$ cat src/rtl/multicycle_controller.sv
// Multicycle FETCH/DECODE/EXECUTE/MEMORY/WRITEBACK sequencer with memory-handshake timeout trap.
// Optional cycle/instret counters are built when CTRL_PERF_COUNTERS_EN is defined.
module multicycle_controller #(
  parameter logic [31:0] RESET_PC    = 32'h0000_0000,
  parameter int unsigned MEM_TIMEOUT = 16
) (
  input  logic        clk,
  input  logic        rst_n,
  output logic        imem_req,
  input  logic        imem_ready,
  output logic        dmem_req,
  output logic        dmem_we,
  input  logic        dmem_ready,
  input  logic [1:0]  read_status,
  input  logic [1:0]  write_status,
  input  logic [1:0]  write_back_type,
  input  logic        change_branch_instruction,
  input  logic        pc_for_input_a,
  input  logic        is_jal,
  input  logic        alu_cond,
  input  logic [4:0]  destination_register_number,
  input  logic [31:0] pc_target,
  output logic        ir_load,
  output logic [31:0] pc,
  output logic [1:0]  pc_next_sel,
  output logic        pc_write,
  output logic        alu_a_sel,
  output logic        reg_write,
  output logic [1:0]  reg_wb_sel,
  output logic [2:0]  state,
  output logic        trap
`ifdef CTRL_PERF_COUNTERS_EN
  ,
  output logic [31:0] cycle_count,
  output logic [31:0] instret_count
`endif
);

  // states: 0 FETCH | 1 DECODE | 2 EXECUTE | 3 MEMORY | 4 WRITEBACK | 5 HALT (after timeout)
  localparam logic [2:0] S_FETCH = 3'd0, S_DECODE = 3'd1, S_EXECUTE = 3'd2,
                         S_MEMORY = 3'd3, S_WB = 3'd4, S_HALT = 3'd5;
  localparam logic [31:0] TO_LOAD = (MEM_TIMEOUT == 0) ? 32'd0 : 32'(MEM_TIMEOUT - 1);

  logic [2:0]  r_state, w_state_nxt;
  logic [31:0] r_pc, r_wait_cnt;
  logic [1:0]  r_rd_status, r_wr_status, r_wb_sel;
  logic [4:0]  r_rd;
  logic        r_cb, r_jal, r_alu_cond, r_alu_a_sel, r_trap;
  logic        w_waiting, w_timeout, w_store, w_cond_branch;
  logic        w_imem_req, w_dmem_req, w_dmem_we, w_ir_load, w_pc_write, w_reg_write;
  logic [1:0]  w_pc_next_sel;

  assign w_waiting = ((r_state == S_FETCH) && !imem_ready) ||
                     ((r_state == S_MEMORY) && !dmem_ready);
  assign w_timeout = (MEM_TIMEOUT != 0) && w_waiting && (r_wait_cnt == 32'd0);
  assign w_store       = (r_wr_status != 2'b00);
  assign w_cond_branch = r_cb && !r_jal;

  always_ff @(posedge clk or negedge rst_n) begin
    if (!rst_n) r_state <= S_FETCH;
    else        r_state <= w_state_nxt;
  end

  always_comb begin
    w_state_nxt = r_state;
    case (r_state)
      S_FETCH:   if (w_timeout) w_state_nxt = S_HALT;
                 else if (imem_ready) w_state_nxt = S_DECODE;
      S_DECODE:  w_state_nxt = S_EXECUTE;
      S_EXECUTE: w_state_nxt = ((r_rd_status != 2'b00) || w_store) ? S_MEMORY : S_WB;
      S_MEMORY:  if (w_timeout) w_state_nxt = S_HALT;
                 else if (dmem_ready) w_state_nxt = S_WB;
      S_WB:      w_state_nxt = S_FETCH;
      S_HALT:    w_state_nxt = S_HALT;
      default:   w_state_nxt = S_FETCH;
    endcase
  end

  always_comb begin
    w_imem_req    = 1'b0;
    w_dmem_req    = 1'b0;
    w_dmem_we     = 1'b0;
    w_ir_load     = 1'b0;
    w_pc_write    = 1'b0;
    w_reg_write   = 1'b0;
    w_pc_next_sel = 2'd2;
    case (r_state)
      S_FETCH: begin
        w_imem_req = 1'b1;
        w_ir_load  = imem_ready;
      end
      S_MEMORY: begin
        w_dmem_req = 1'b1;
        w_dmem_we  = w_store;
      end
      S_WB: begin
        w_pc_write    = 1'b1;
        w_reg_write   = (r_rd != 5'd0) && !w_store && !w_cond_branch;
        w_pc_next_sel = (r_cb && (r_jal || r_alu_cond)) ? 2'd1 : 2'd0;
      end
      default: ;
    endcase
  end

  // Strobes are forced low while reset is held so nothing fires during an aborted transaction.
  assign imem_req    = rst_n & w_imem_req;
  assign dmem_req    = rst_n & w_dmem_req;
  assign dmem_we     = rst_n & w_dmem_we;
  assign ir_load     = rst_n & w_ir_load;
  assign pc_write    = rst_n & w_pc_write;
  assign reg_write   = rst_n & w_reg_write;
  assign pc_next_sel = w_pc_next_sel;

  always_ff @(posedge clk or negedge rst_n) begin
    if (!rst_n) begin
      r_pc        <= RESET_PC;
      r_wait_cnt  <= TO_LOAD;
      r_rd_status <= 2'b00;
      r_wr_status <= 2'b00;
      r_wb_sel    <= 2'b00;
      r_rd        <= 5'd0;
      r_cb        <= 1'b0;
      r_jal       <= 1'b0;
      r_alu_cond  <= 1'b0;
      r_alu_a_sel <= 1'b0;
      r_trap      <= 1'b0;
    end else begin
      if (!w_waiting)              r_wait_cnt <= TO_LOAD;
      else if (r_wait_cnt != 32'd0) r_wait_cnt <= r_wait_cnt - 32'd1;
      if (r_state == S_DECODE) begin
        r_rd_status <= read_status;
        r_wr_status <= write_status;
        r_wb_sel    <= write_back_type;
        r_rd        <= destination_register_number;
        r_cb        <= change_branch_instruction;
        r_jal       <= is_jal;
        r_alu_a_sel <= pc_for_input_a;
      end
      if (r_state == S_EXECUTE) r_alu_cond <= alu_cond;
      if (w_pc_write) r_pc <= (w_pc_next_sel == 2'd1) ? pc_target : r_pc + 32'd4;
      if (w_timeout)  r_trap <= 1'b1;
    end
  end

  assign pc         = r_pc;
  assign alu_a_sel  = r_alu_a_sel;
  assign reg_wb_sel = r_wb_sel;
  assign state      = r_state;
  assign trap       = r_trap;

`ifdef CTRL_PERF_COUNTERS_EN
  logic [31:0] r_cycle_cnt, r_instret_cnt;
  always_ff @(posedge clk or negedge rst_n) begin
    if (!rst_n) begin
      r_cycle_cnt   <= 32'd0;
      r_instret_cnt <= 32'd0;
    end else begin
      if (r_state != S_HALT) r_cycle_cnt   <= r_cycle_cnt + 32'd1;
      if (r_state == S_WB)   r_instret_cnt <= r_instret_cnt + 32'd1;
    end
  end
  assign cycle_count   = r_cycle_cnt;
  assign instret_count = r_instret_cnt;
`endif

endmodule

$ cat config.mk
export PLATFORM = sky130hd
export DESIGN_NAME = multicycle_controller
export DESIGN_NICKNAME = d
export VERILOG_FILES = /design/src/rtl/multicycle_controller.sv
export SDC_FILE = /design/constraint.sdc
export NUM_CORES = 1
export LEC_CHECK = 0
export BUFFER_PORTS_ARGS = -buffer_cell sky130_fd_sc_hd__buf_2
export CAP_MARGIN = 10
export CORE_MARGIN = 2
export CORE_UTILIZATION = 40
export DETAILED_ROUTE_END_ITERATION = 8
export GPL_TIMING_DRIVEN = 0
export HOLD_SLACK_MARGIN = 0.06
export PLACE_DENSITY = 0.58
export SLEW_MARGIN = 20
export SYNTH_ARGS = -nofsm -noshare
export SYNTH_HDL_FRONTEND = slang
export SYNTH_SLANG_ARGS = --single-unit
export TNS_END_PERCENT = 1
$ cat constraint.sdc
create_clock -name clk -period 5 [get_ports clk]
set_input_delay 0.5 -clock clk [delete_from_list [all_inputs] [get_ports clk]]
set_output_delay 0.5 -clock clk [all_outputs]
set_load 0.01 [all_outputs]
; ---- After elaboration in Yosys (flattened, before gate mapping)
; Cells that the tools add are included.
[totals]
reg_bits = 83
input_bits = 51
wordCells = 68
[classes]
add_sub_neg = 2
bitwise_logic = 6
eq_ne = 9
reduce_logical = 22
muxes = 17
[ops]
columns = operator, count
row1 = 2-to-1 mux 32 bit, 3
row2 = adder 32 x 3 -> 32 bit (second input constant), 1
row3 = logical NOT 32 bit, 1
row4 = nonzero test 32 bit, 1
row5 = subtractor 32 x 1 -> 32 bit (second input constant), 1
row6 = 2-to-1 mux 3 bit, 5
row7 = case mux 3 bit (5 select lines), 1
row8 = logical AND 1 bit, 7
row9 = 2-to-1 mux 1 bit, 7
row10 = AND 1 bit, 6
row11 = == test 3 x 2 -> 1 bit (second input constant), 2
row12 = == test 3 bit (second input constant), 2
row13 = != test 3 bit (second input constant), 2
row14 = logical NOT 1 bit, 5
row15 = nonzero test 5 bit, 1
row16 = nonzero test 2 bit, 2
row17 = == test 3 x 1 -> 1 bit (second input constant), 1
row18 = logical NOT 3 bit, 1
row19 = logical OR 1 bit, 3
row20 = == test 2 x 1 -> 1 bit (second input constant), 1
row21 = 2-to-1 mux 2 bit, 1
row22 = != test 2 x 1 -> 1 bit (second input constant), 1
row23 = AND reduction 2 bit, 1

; ---- Logic depth before layout (Yosys ltp)
[depth]
word_depth = 6
mapped_depth = 9
ltp_nobuf = 7

; ---- Least setup slack after synthesis
; OpenSTA, ideal clock, no wires.
[synth_path]
path_kind = reg2out
start = register r_state[2] (netlist: state[2])
end = output reg_write
n_path_buf = 2
slack_ns = 2.210
stages_incl_launch_ff = 8
arrival_time_ns = 2.290
cell_sequence = dfrtp_1 > clkbuf_1 > inv_1 > nor3_1 > clkbuf_1 > and2_1 > o21ai_0 > a2111oi_0
[synth_via]
elab_chain_len = 3
[synth_lines]
columns = element, line
row1 = from (decl), 44  ; logic [2:0] r_state, w_state_nxt;
row2 = from (signal assigned), 61  ; else r_state <= w_state_nxt;
row3 = == test 3 bit, 87  ; case (r_state)
row4 = 2-to-1 mux 1 bit, 87
row5 = AND 1 bit, 111  ; assign reg_write = rst_n & w_reg_write;
row6 = to (decl), 28  ; output logic reg_write,
; No other way between the ends.

; ---- Final worst setup path
; Ends and elaborated chain as after synthesis.

==> results.md <==
* Clock skew at between 0.01 and 0.015 ns
* Cell mode on critical path: clkbuf_1
* Initial antenna violation count at 1
* Endpoints failing hold at 0
* Final worst path period need at around 3.3 ns
* Placed cell area at around 5400 um2
* Max incr delay on CP at between 0.4 and 0.5 ns
* Register share of total power at 0.492
* Hold Crit Class: primary input to asynchronous set/reset pin
* Slew Limit Headroom at 0.511
* Via density at 5.89
* Fin nets at between 600 and 700
* Peak supply drop at 0.209 mV
* RSZ-0062 raised after global routing: false
* Avg Inst Size Synth at about 9.5 um2
* Critical path, cell by cell: clkbuf_1, inv_1, nor3_1, clkbuf_1, and2_1, o21ai_0, a2111oi_0, buf_2
* Pwr/cell area at about 240 nW/um2
* IO buf count at 97
* Synthesized area at ~4700 um2
* P_leak at between 2 and 2.5 nW
* DRT Pass-1 Iters at 6
* Clk sink count at between 80 and 90
* Final setup vio count at 0
* CP Capture Type: output port
* Worst path slowest cell: clkbuf_1
* Vias in the first global route at around 4200
* Leading cell types by count after synthesis: dfrtp_1 (79), a21oi_1 (44), nand2_1 (43)
* Chip Height at about 110 um
* Status: completed
* Area contributors post-synth: dfrtp_1 (42%), a21oi_1 (4.7%), nand2_1 (3.4%)
* Std cell rows at 39
* Critical Path RT at 4.50 ns
* Placed insts at 733
* Clock share of power at 0.479
* I/O Pins at 98
* Clock transition at path regs at around 0.070 ns
* Crit Path Class: flop to output port
* Sum of negative setup slack at 0 ns
* Cell area after layout at between 5000 and 6000 um2
* Starting Density at 0.410
* Switching share of total power at 0.225
* Setup crit start: state[2]
* Cell family with most CP delay: buffers and inverters
* First-pass GRT wire length at between 20 and 25 mm
* Share of layout cells above drive strength 1 at 0.261
* Die ar. at 12600 um2
* Total power at about 1.4 mW
* Worst reg2reg startpoint: r_wait_cnt[19]
* Net Switching at 308 uW
* Top_reg_cell synth: dfrtp_1
* Clock Path Buffers at 2
* Async set-reset flop share out of synthesis at 1.00
* CP max FO at 10
* Drt total wl at about 13 mm
* Area Growth Syn to Fin at 21.3%
* Worst-margin pin slew at 0.724 ns
* Post-synth top area share at 0.422
* Synth unique cells at 71
* Logic pwr share at 0.029
* Pint at around 1.1 mW
* Largest net degree at the start of global routing at about 50
* Post-CTS setup buffer count at 0
* Seq/Total Area, Yosys at 0.445
* Final Slew Violations at 0
* Peak Freq at between 300 and 400 MHz
* Iter 0 DRT Violations at roughly 360
* DRC Markers at 0
* Post-CTS sizing at 0
* WL per Instance at 17.4 um
* Buf/Inv on CP at 4
* Core area at around 11000 um2
* Tcrit/Tclk final at 0.665
* # H-tree levels at 3
* TritonCTS clock tree: done
* Most frequent cell after synthesis: dfrtp_1
* Gpl congestion at 0.830
* Vias post-DR at around 4400
* Cts bufs inserted at 9
* DP HPWL at between 9 and 10 mm
* Post-synth top area cell: dfrtp_1
* Die Wd at 112 um
* Synth warn at 0
* Final core area utilization at 0.497
* Clk root buf: clkbuf_16
* Clk_lat worst skew at 0.35 ns
* Post-synth EDFFs at 0
* Crit path DAT at ~2.8 ns
* Final antenna-violating net count at 0
* Mapped Nets at roughly 550
* GRT Total Usage at 0.210
* Grt ovf at 0
* Instance count of the mapped netlist at ~490
* Final Non-Filler Cells at 750
* Hold buffers post-CTS at 0
* Max cap viols at 0
* Count of state elements after synthesis at 83
* Worst Setup Start Kind: flop
-- path summary, 6_finish.rpt --
kind,endpoint,slack [ns],cells past startpoint
max in group asynchronous,r_wait_cnt[3],4.21,2
worst max register to register,r_wait_cnt[7],2.41,7
min in group clk,pc[1],0.35,3
worst min-delay path,pc[8],0.14,1
worst max-delay path,reg_write,1.68,8
worst min register to register,trap,0.46,1
-- power by group through the flow --
stage | sequential [mW] | clock [mW] | combinational, mW
floorplan | 0.686 | 0 | 0.00158
global placement | 0.685 | 0 | 0.0369
detailed placement | 0.685 | 0 | 0.0402
CTS | 0.673 | 0.671 | 0.0404
global route | 0.672 | 0.701 | 0.0442
finish | 0.673 | 0.654 | 0.0391
-- cells by family (layout without fill, tap and decap cells) --
logic type               count (synthesis)  after routing  synth area share
XOR/XNOR                                12             12            0.0225
buffers and inverters                   39            153            0.0353
multiplexers                            16             16            0.0380
adder cells (fa/ha/maj)                  2              2           0.00535
other                                    0              1                 0
AO/OA/AOI/OAI                          151            151             0.226
flip-flops                              83             83             0.445
AND/OR/NAND/NOR                        189            189             0.228
-- cells in the final DEF (no fill, tap or decap), drive strengths merged, types with 8 or more instances in the layout --
cell type and instances:
a21oi 44, and3 9, buf 104, clkbuf 35
dfrtp 79, inv 10, mux2 14, nand2 43
nand3 21, nor2 33, nor3 10, nor4 12
o21ai 25, o22ai 9, o31ai 8, or3 9
or4 14, xnor2 10
-- through the flow --
stage               setup WS, ns  hold slack [ns]
finish                      1.68            0.138
detailed placement          2.05            0.452
global route                1.37            0.176
CTS                         1.65            0.147
floorplan                   2.21            0.204
global placement            1.50            0.443
-- layer usage --
| layer | share of wire | vias up | global-route usage |
|---|---|---|---|
| met2 | 0.45 | 161 | 0.317 |
| met3 | 0.068 | 12 | 0.0389 |
| met1 | 0.46 | 2134 | 0.302 |
| li1 | - | 2108 | - |
| met4 | 0.016 | 0 | 0.0789 |
| met5 | 0 | - | 0 |
-- flip-flops by register name, indices dropped and copies added, names as in the netlist --
| name | cells |
|---|---|
| pc | 32 |
| r_wait_cnt | 32 |
| r_rd | 5 |
| state | 3 |
| r_rd_status | 2 |
| r_wr_status | 2 |
| reg_wb_sel | 2 |
| alu_a_sel | 1 |
| r_alu_cond | 1 |
| r_cb | 1 |
| r_jal | 1 |
| trap | 1 |
-- area by class of cell --
type	instances	area, um2
fill	1132	5740
multi-input combinational	370	2440
sequential	83	2080
timing repair buffer	98	515
clock buffer	11	253
tap	143	179
buffer	30	131
clock inverter	5	42.5
inverter	9	33.8
antenna	1	2.50
(Power assumes the default switching activity.)
